==> src/rtl/mxn_wbits_reg.sv <==
// ---------------------------------------------------------------------------
// mxn_wbits_reg
//   N-channel, W-bit selector with a one-entry registered output and a
//   valid/ready handshake on both sides. In mode 0 the channel is chosen by
//   sel; in mode 1 an internal scan pointer walks the channels 0..NCH-1 and
//   advances once per accepted capture.
//
// Configuration macro:
//   MXN_PARITY_EN - when defined, adds output y_par (even parity of the
//                   captured word, registered with y). Out-of-range selects
//                   give y_par = 0.
//
// Parameters:
//   WIDTH  bits per channel (>= 1)
//   NCH    number of input channels (>= 2, need not be a power of 2)
//   SELW   derived channel-index width, $clog2(NCH)
//
// Ports:
//   clk        rising-edge clock
//   reset      asynchronous active-high reset
//   d_in       packed channels, channel k = d_in[k*WIDTH +: WIDTH]
//   in_valid   capture request
//   in_ready   capture can be accepted this cycle (~out_valid | out_ready)
//   sel        channel select used in mode 0
//   mode       0 = fixed select, 1 = round-robin scan
//   out_valid  y / y_ch hold a captured word
//   out_ready  consumer takes y this cycle
//   y          registered selected word
//   y_ch       channel index that produced y
//   y_par      even parity of y (MXN_PARITY_EN only)
// ---------------------------------------------------------------------------
module mxn_wbits_reg #(
  parameter  int WIDTH = 4,
  parameter  int NCH   = 8,
  localparam int SELW  = $clog2(NCH)
) (
  input  logic                 clk,
  input  logic                 reset,
  input  logic [NCH*WIDTH-1:0] d_in,
  input  logic                 in_valid,
  output logic                 in_ready,
  input  logic [SELW-1:0]      sel,
  input  logic                 mode,
  output logic                 out_valid,
  input  logic                 out_ready,
  output logic [WIDTH-1:0]     y,
  output logic [SELW-1:0]      y_ch
`ifdef MXN_PARITY_EN
  ,
  output logic                 y_par
`endif
);

  // Unpacked view of the input channels.
  logic [WIDTH-1:0] chans [NCH];

  genvar gi;
  generate
    for (gi = 0; gi < NCH; gi++) begin : g_unpack
      assign chans[gi] = d_in[gi*WIDTH +: WIDTH];
    end
  endgenerate

  logic              out_valid_reg, out_valid_next;
  logic [WIDTH-1:0]  y_reg, y_next;
  logic [SELW-1:0]   y_ch_reg, y_ch_next;
  logic [SELW-1:0]   ptr_reg, ptr_next;
`ifdef MXN_PARITY_EN
  logic              y_par_reg, y_par_next;
`endif

  logic [SELW-1:0]   ch;
  logic [WIDTH-1:0]  sel_word;
  logic              capture;

  assign in_ready = ~out_valid_reg | out_ready;
  assign capture  = in_valid & in_ready;
  assign ch       = mode ? ptr_reg : sel;

  // Decode by comparison rather than array indexing so that an index
  // >= NCH (possible when NCH is not a power of 2) cleanly yields zero.
  always_comb begin
    sel_word = '0;
    for (int k = 0; k < NCH; k++) begin
      if (ch == SELW'(k)) begin
        sel_word = chans[k];
      end
    end
  end

  always_comb begin
    out_valid_next = out_valid_reg;
    y_next         = y_reg;
    y_ch_next      = y_ch_reg;
    ptr_next       = ptr_reg;
`ifdef MXN_PARITY_EN
    y_par_next     = y_par_reg;
`endif
    if (capture) begin
      // A capture wins over a drain in the same cycle, so the register
      // stays full and throughput is one word per cycle.
      out_valid_next = 1'b1;
      y_next         = sel_word;
      y_ch_next      = ch;
`ifdef MXN_PARITY_EN
      y_par_next     = ^sel_word;
`endif
      if (mode) begin
        ptr_next = (ptr_reg == SELW'(NCH - 1)) ? '0 : ptr_reg + SELW'(1);
      end
    end else if (out_valid_reg && out_ready) begin
      // Drain only; data keeps its last value.
      out_valid_next = 1'b0;
    end
  end

  always_ff @(posedge clk or posedge reset) begin
    if (reset) begin
      out_valid_reg <= 1'b0;
      y_reg         <= '0;
      y_ch_reg      <= '0;
      ptr_reg       <= '0;
`ifdef MXN_PARITY_EN
      y_par_reg     <= 1'b0;
`endif
    end else begin
      out_valid_reg <= out_valid_next;
      y_reg         <= y_next;
      y_ch_reg      <= y_ch_next;
      ptr_reg       <= ptr_next;
`ifdef MXN_PARITY_EN
      y_par_reg     <= y_par_next;
`endif
    end
  end

  assign out_valid = out_valid_reg;
  assign y         = y_reg;
  assign y_ch      = y_ch_reg;
`ifdef MXN_PARITY_EN
  assign y_par     = y_par_reg;
`endif

endmodule

==> config.mk <==
export PLATFORM = sky130hd
export DESIGN_NAME = mxn_wbits_reg
export DESIGN_NICKNAME = d
export VERILOG_FILES = /design/src/rtl/mxn_wbits_reg.sv
export SDC_FILE = /design/constraint.sdc
export NUM_CORES = 1
export LEC_CHECK = 0
export CORE_ASPECT_RATIO = 0.75
export CORE_MARGIN = 1.5
export CORE_UTILIZATION = 25
export CTS_CLUSTER_DIAMETER = 200
export DETAILED_ROUTE_END_ITERATION = 10
export PLACE_DENSITY_LB_ADDON = 0.05
export SETUP_SLACK_MARGIN = 0.1
export SLEW_MARGIN = 40
export SYNTH_ARGS = -nofsm -noshare
export SYNTH_HDL_FRONTEND = slang
export SYNTH_SLANG_ARGS = --single-unit
==> constraint.sdc <==
create_clock -name clk -period 2 [get_ports clk]
set_clock_uncertainty 0.1 [all_clocks]
set_input_delay 0.6 -clock clk [delete_from_list [all_inputs] [get_ports clk]]
set_output_delay 0.6 -clock clk [all_outputs]
set_load 0.01 [all_outputs]
==> results of run 1 <==
==> cells in the final DEF (no fill, tap or decap), drive strengths merged, types with 2 or more instances in the layout <==
cell type / count
a21oi: 5
mux2i: 4
nand2b: 2
clkbuf: 4
dfrtp: 11
inv: 2
nor3: 3
dlygate4sd2: 2
a211oi: 2
a22o: 4
ha: 2
o22ai: 4
buf: 20
mux2: 9
nor2: 7
clkdlybuf4s50: 41
nand2: 8
o21ai: 9
dlymetal6s2s: 2
a22oi: 2
==> cell type report <==
class | instances | area (um2)
Clock buffer | 4 | 45.0
Fill cell | 281 | 1490
Inverter | 2 | 7.51
Multi-Input combinational cell | 67 | 542
Sequential cell | 11 | 275
Tap cell | 38 | 47.5
Timing Repair Buffer | 65 | 617
==> per-stage QoR <==
step	utilization [%]	hold slack, ns	std cells	setup slack, ns	setup TNS, ns
4_1_cts	50.2	0.381	187	0.114	0
3_5_place_dp	47.2	0.371	181	-0.513	-3.14
2_1_floorplan	-	0.352	84	-0.000520	-0.000520
3_3_place_gp	47.2	0.363	181	-0.511	-2.83
5_1_grt	50.8	0.395	187	0.0674	0
6_report	50.8	0.375	187	0.164	0
==> worst max-delay path: cells and delay by family <==
kind            cells  cell delay (ns)
compound gates      2             0.24
buf+inv             3             0.40
mux                 2             0.63
==> worst min path at each step <==
stage / from / endpoint / cells after the start
2_1_floorplan: reset / out_valid / 1
3_3_place_gp: y_ch[1] / y_ch[1] / 2
3_5_place_dp: y_ch[0] / y_ch[0] / 2
4_1_cts: y_ch[0] / y_ch[0] / 2
5_1_grt: y_ch[0] / y_ch[0] / 2
6_report: y_ch[0] / y_ch[0] / 2
==> power groups by stage <==
stage / logic (mW) / registers [mW] / clock network [mW]
2_1_floorplan: 0.345 / 0.377 / 0
3_3_place_gp: 0.676 / 0.362 / 0
3_5_place_dp: 0.683 / 0.363 / 0
4_1_cts: 0.723 / 0.364 / 0.228
5_1_grt: 0.796 / 0.376 / 0.244
6_report: 0.726 / 0.362 / 0.221
==> cell families (layout without fill, tap and decap cells) <==
kind of cell | count (synthesis) | count (layout)
multiplexers | 14 | 14
AND/OR/NAND/NOR | 22 | 22
AO/OA/AOI/OAI | 29 | 29
buffers and inverters | 6 | 71
adder cells (fa/ha/maj) | 2 | 2
flip-flops | 11 | 11
==> repair_timing <==
action / in CTS / in global routing
gates cloned: 0 / 0
hold endpoints to repair: 0 / 0
buffers inserted: 2 / 0
pin swaps: 5 / 4
endpoints found under the setup margin: 8 / 5
resized for setup: 25 / 5
==> metal layers <==
| metal | vias to the layer above | share of wire, % |
|---|---|---|
| met2 | 35 | 44 |
| li1 | 452 | - |
| met4 | 0 | 0.51 |
| met1 | 386 | 48 |
| met5 | - | 0 |
| met3 | 2 | 7.5 |
==> results.ini, run 1 <==
[power]
power_frac_comb_pct = 55.4
power.leakage_nw = 0.672
power_density_mw_per_mm2 = 853
p_switching_mw = 0.436
seq_power_share_pct = 27.7
total_power_mw = 1.31
power.internal_mw = 0.873
p_clk_share_pct = 16.9
ir_drop_v = 0.000426
netSwitchingFraction_pct = 33.3

[global_routing]
groute.usage.overall_pct = 13.8
grt_pass1_vias = 799
grt_start_max_net_pins = 12
grt_util_met3_pct = 4.73
grt_most_used_layer = met2
antenna_found_initial = 0
grt_util_met1_pct = 19.7
grt_pass1_wl_mm = 3.57
gr-total-overflow = 0
globalRouteMet2Util_pct = 20.4

[worst_setup_path]
r2r-start = ptr_reg[1]
cp.required_ns = 2.02
start_kind = input pin
cp_max_fo = 5
critPathMaxStageDelay_ns = 0.33
reg2reg_slack_ns = 0.24
crit_path_end = y[2]
startpoint = mode
cpMostUsedCell = buf_6
crit_type = in -> reg
r2r_end = y[2]
rr_worst_depth = 5
end_kind = flip-flop
cp_cell_sequence = buf_2 -> buf_6 -> mux2i_4 -> buf_6 -> mux4_2 -> o21ai_1 -> a21oi_1
worst_ep_arrival_time_ns = 1.86
crit_path_top_delay_cell = mux2i_4

[detailed_routing]
num_vias = 875
drt_pass1_iterations = 4
drc = 0
drt-total-wl_mm = 2.34
first_iter_violations = 50
antenna_left = 0
routed_via_density = 4.68
drt-wirelength-per-cell_um = 12.5

[outcome]
outcome = completed

[timing]
rsz0062_at_grt = true
fin_crit_sh_pct = 91.8
relSlewSlack_pct = 71.6
max_freq_mhz = 545
fin_crit_ns = 1.84
final-hold-violation-count = 0
worst_slew_pin_slew_ns = 0.425
setup_viol = 0
final_max_slew_viol_count = 0

[synthesis]
synth_enable_flop_cells = 0
synth_xor_area_share_pct = 0
yosysSeqAreaShare_pct = 34.0
synthFlopType = dfrtp_1
synth.top_cell.area_share_pct = 34.0
synth_nets = 126
synthTopCellsByCount = dfrtp_1 (11), nand2_1 (8), o21ai_0 (8), nor2_1 (7)
synthCells = 84
yosysTopAreaCell = dfrtp_1
synthAdderAreaFrac_pct = 3.09
synthSimpleGateAreaFrac_pct = 11.9
ys_warn_count = 0
ys_ff_latch = 11
synth_compound_area_share_pct = 23.0
netlist_area_um2 = 811
ys_types = 28
synth_most_common_cell = dfrtp_1
muxShareOfSynthArea_pct = 24.1
synth-async-reset-ratio_pct = 100
synth.avg_cell_area_um2 = 9.65
synth_area_leaders = dfrtp_1 (34%), mux2_4 (7.4%), mux2_2 (6.9%)
synth_top_family_by_area = multiplexers

[cts]
clock_path_buffers = 2
cts_num_sinks = 11
cts_tree = yes
cts_hold_buf = 0
clk_pin_slew_ns = 0.05
htreeDepth = 1
insertion_delay_ns = 0.24
cts_made_buffers = 3
cts_root_buffer = clkbuf_8

[job]
drv_cap = 0

[cells_and_area]
drive_gt1_share_pct = 27.5
area_growth_pct = 89.2
largest_reg_flops = 4
fin_area_mm2 = 0.00153
nNetsFinal = 192
antenna_cells = 0

[floorplan]
die_x_um = 68.8
fp.dieH_um = 52.3
io_pins = 49
core_area_mm2 = 0.00302
initial_core_util_pct = 26.8
rows = 17
die-area_mm2 = 0.00360

[min_path]
hp-class = reg -> reg

[placement]
dp_hpwl_mm = 1.91
place_congestion = 0.835
io_buffers = 48
dpl-instance-area_mm2 = 0.00143

No activity file was read; power rests on OpenSTA's default activity.
==> run 2, diff against run 1 <==
--- a/config.mk
+++ b/config.mk
@@ -5,12 +5,15 @@
 export SDC_FILE = /design/constraint.sdc
 export NUM_CORES = 1
 export LEC_CHECK = 0
+export ABC_AREA = 1
+export ABC_CLOCK_PERIOD_IN_PS = 2000
 export CORE_ASPECT_RATIO = 0.75
 export CORE_MARGIN = 1.5
 export CORE_UTILIZATION = 25
 export CTS_CLUSTER_DIAMETER = 200
 export DETAILED_ROUTE_END_ITERATION = 10
 export PLACE_DENSITY_LB_ADDON = 0.05
+export RECOVER_POWER = 25
 export SETUP_SLACK_MARGIN = 0.1
 export SLEW_MARGIN = 40
 export SYNTH_ARGS = -nofsm -noshare
==> run 2 against run 1 <==
Compared with the run above:
- global-route usage is 1.4 points higher
- combinational power grew 8.0%
- flip-flop and latch count is the same
- critical path depth fell by 6
- synthesized cell count is 43% higher
- sequential share of layout area fell by 1.2 points
- hold slack better by 0.0091 ns
- critical path type is now reg -> out
==> results.ini, run 2 <==
[timing]
tns_ns = 0  ; unchanged
relSlewSlack_pct = 71.8  ; +0.14 points
worst_slew_pin_slew_ns = 0.423  ; -0.00203 ns
fin_crit_sh_pct = 91.6  ; -0.24 points
fin_crit_ns = 1.83  ; -0.00481 ns
max_freq_mhz = 546  ; +0.26%
final-hold-violation-count = 0  ; unchanged
final_max_slew_viol_count = 0  ; unchanged
rsz0062_at_grt = false
setup_viol = 0  ; unchanged

[cts]
clock_path_buffers = 2  ; unchanged
cts_tree = yes
cts_made_buffers = 3  ; unchanged
insertion_delay_ns = 0.23  ; about the same
cts_num_sinks = 11  ; unchanged
cts_root_buffer = clkbuf_8
clk_pin_slew_ns = 0.05  ; about the same
htreeDepth = 1  ; unchanged

[floorplan]
rows = 17  ; unchanged
io_pins = 49  ; unchanged
die_x_um = 69.8  ; +1.5%
fp.dieH_um = 53.1  ; +1.5%
core_area_mm2 = 0.00306  ; +1.4%
die-area_mm2 = 0.00371  ; +3.1%
initial_core_util_pct = 27.3  ; +0.49 points

[cells_and_area]
largest_reg_flops = 4  ; unchanged
final_common_cell = clkdlybuf4s50_1
antenna_cells = 0  ; unchanged
nNetsFinal = 234  ; +22%
fin_cells = 229  ; +22%
drive_gt1_share_pct = 26.7  ; -0.82 points
final_cell_mix = clkdlybuf4s50_1 (41), nand2_1 (29), buf_4 (16)
final_core_util_pct = 53.6  ; +2.8 points
area_growth_pct = 96.3
fin_area_mm2 = 0.00164  ; +7.1%

[min_path]
hp-class = reg -> reg

[synthesis]
synth_enable_flop_cells = 0  ; unchanged
yosysSeqAreaShare_pct = 32.9  ; -1.1 points
synthCells = 120  ; +43%
synth_most_common_cell = nand2_1
synth_area_leaders = dfrtp_1 (33%), nand2_1 (13%), nand4_1 (9.0%)
netlist_area_um2 = 837  ; +3.2%
ys_warn_count = 0  ; unchanged
synth.avg_cell_area_um2 = 6.98  ; -28%
ys_types = 19  ; -32%
synthTopCellsByCount = nand2_1 (30), nor2_1 (19), nand4_1 (12), dfrtp_1 (11), inv_1 (10)
synth-async-reset-ratio_pct = 100  ; unchanged
ys_ff_latch = 11  ; unchanged
yosysTopAreaCell = dfrtp_1
synth.top_cell.area_share_pct = 32.9  ; -1.1 points
synthFlopType = dfrtp_1
synth_nets = 162  ; +29%

[worst_setup_path]
crit_path_top_delay_cell = clkdlybuf4s50_1
cp_max_fo = 2  ; -3
reg2reg_slack_ns = 0.36  ; +0.12 ns
critPathMaxStageDelay_ns = 0.54  ; +0.21 ns
cp.required_ns = 1.30  ; -0.72 ns
critPathBufInv = 1  ; -2
start_kind = flip-flop
critPathTopFamily = buffers and inverters
crit_type = reg -> out
end_kind = primary output
worst_ep_arrival_time_ns = 1.13  ; -0.73 ns
cp_cell_sequence = clkdlybuf4s50_1

[global_routing]
antenna_found_initial = 0  ; unchanged
gr-total-overflow = 0  ; unchanged
grt_most_used_layer = met2
groute.usage.overall_pct = 15.2  ; +1.4 points
grt_pass1_vias = 979  ; +23%
globalRouteMet2Util_pct = 24.1  ; +3.8 points
grt_util_met3_pct = 4.00  ; -0.73 points
grt_start_max_net_pins = 12  ; unchanged
grt_pass1_wl_mm = 4.26  ; +19%
grt_util_met1_pct = 20.5  ; +0.75 points

[placement]
dp_hpwl_mm = 2.01  ; +5.5%
dp.cells = 212  ; +17%
io_buffers = 48  ; unchanged
dpl-instance-area_mm2 = 0.00141  ; -1.1%
place_congestion = 0.819  ; -2.0%

[detailed_routing]
num_vias = 1043  ; +19%
routed_via_density = 4.55  ; -2.7%
drc = 0  ; unchanged
drt_pass1_iterations = 4  ; unchanged
antenna_left = 0  ; unchanged
drt-wirelength-per-cell_um = 12.1  ; -3.3%
first_iter_violations = 43  ; -14%
drt-total-wl_mm = 2.77  ; +18%

[job]
drv_cap = 0  ; unchanged

[power]
power.leakage_nw = 0.772  ; +15%
power.internal_mw = 0.843  ; -3.5%
ir_drop_v = 0.000418  ; -1.8%
p_switching_mw = 0.510  ; +17%
power_frac_comb_pct = 57.9  ; +2.5 points
power_density_mw_per_mm2 = 824  ; -3.5%
netSwitchingFraction_pct = 37.7  ; +4.4 points
total_power_mw = 1.35  ; +3.4%
seq_power_share_pct = 26.3  ; -1.4 points
p_clk_share_pct = 15.8  ; -1.1 points

[outcome]
outcome = completed

[run 2: cell count changes in the layout (fill, tap and decap cells not counted), sizes merged, moves of 8 or more]
cell,delta
nor2,+13
nand4,+11
nand2,+30
mux2,-8
nand3,+9
inv,+12
[run 2: logic make-up after synthesis]
family	share of synthesized area, %
AOI/OAI and AO/OA	4.78
adders and majority gates	2.99
buffers and inverters	8.37
DFF	32.9
muxes	1.35
and+or+nand+nor	49.6
[run 2: tightest hold or removal path: cells and delay by family, from the launching register on]
family,cells,cell delay (ns)
flops,1,0.34
simple gates,2,0.11
[run 2: layout make-up]
type	instances	area (um2)
timing repair buffer	68	651
tap	38	47.5
clock buffer	4	45.0
multi-input combinational	94	564
fill	304	1420
inverter	14	60.1
sequential	11	275
[run 2: per-stage QoR]
| step | hold slack [ns] | setup slack, ns |
|---|---|---|
| finish | 0.385 | 0.169 |
| global route | 0.413 | 0.111 |
| CTS | 0.392 | 0.101 |
| detailed placement | 0.378 | -0.414 |
| global placement | 0.371 | -0.385 |
| floorplan | 0.352 | 0.379 |
[run 2: worst paths after layout]
check,to,cells after the start,from
worst max register to register,y[3],11,ptr_reg[2]
worst max-delay path,y_ch[0],1,y_ch[0]
worst min register to register,y[0],2,y[0]
min in group asynchronous,out_valid,2,reset
worst min-delay path,y[0],2,y[0]
max in group asynchronous,y[2],2,reset
[run 2: power by group through the flow]
stage | Combinational, mW | Clock [mW] | Sequential [mW]
floorplan | 0.315 | 0 | 0.372
global placement | 0.604 | 0 | 0.355
detailed placement | 0.614 | 0 | 0.356
CTS | 0.755 | 0.225 | 0.356
global route | 0.858 | 0.235 | 0.366
finish | 0.784 | 0.214 | 0.356
[run 2: routing by layer]
layer  up-vias  routed length, um
met5         -                  0
met4         0                 20
met3         2                122
met2        25               1320
met1       476               1310
li1        540                  -
[run 2: repair_timing]
item | 4_1_cts | 5_1_grt
setup buffers | 11 | 1
pin swaps | 10 | 21
hold endpoints to repair | 0 | 0
endpoints found under the setup margin | 5 | 4
resized for setup | 22 | 12
cloned | 1 | 0
hold buffers | 0 | 0
==> run 3, diff against run 2 <==
--- a/config.mk
+++ b/config.mk
@@ -7,11 +7,13 @@
 export LEC_CHECK = 0
 export ABC_AREA = 1
 export ABC_CLOCK_PERIOD_IN_PS = 2000
+export CAP_MARGIN = 20
 export CORE_ASPECT_RATIO = 0.75
 export CORE_MARGIN = 1.5
 export CORE_UTILIZATION = 25
 export CTS_CLUSTER_DIAMETER = 200
 export DETAILED_ROUTE_END_ITERATION = 10
+export GPL_ROUTABILITY_DRIVEN = 0
 export PLACE_DENSITY_LB_ADDON = 0.05
 export RECOVER_POWER = 25
 export SETUP_SLACK_MARGIN = 0.1
==> results of run 3 <==
Final layout, timing and power as in run 2 (identical DEF).
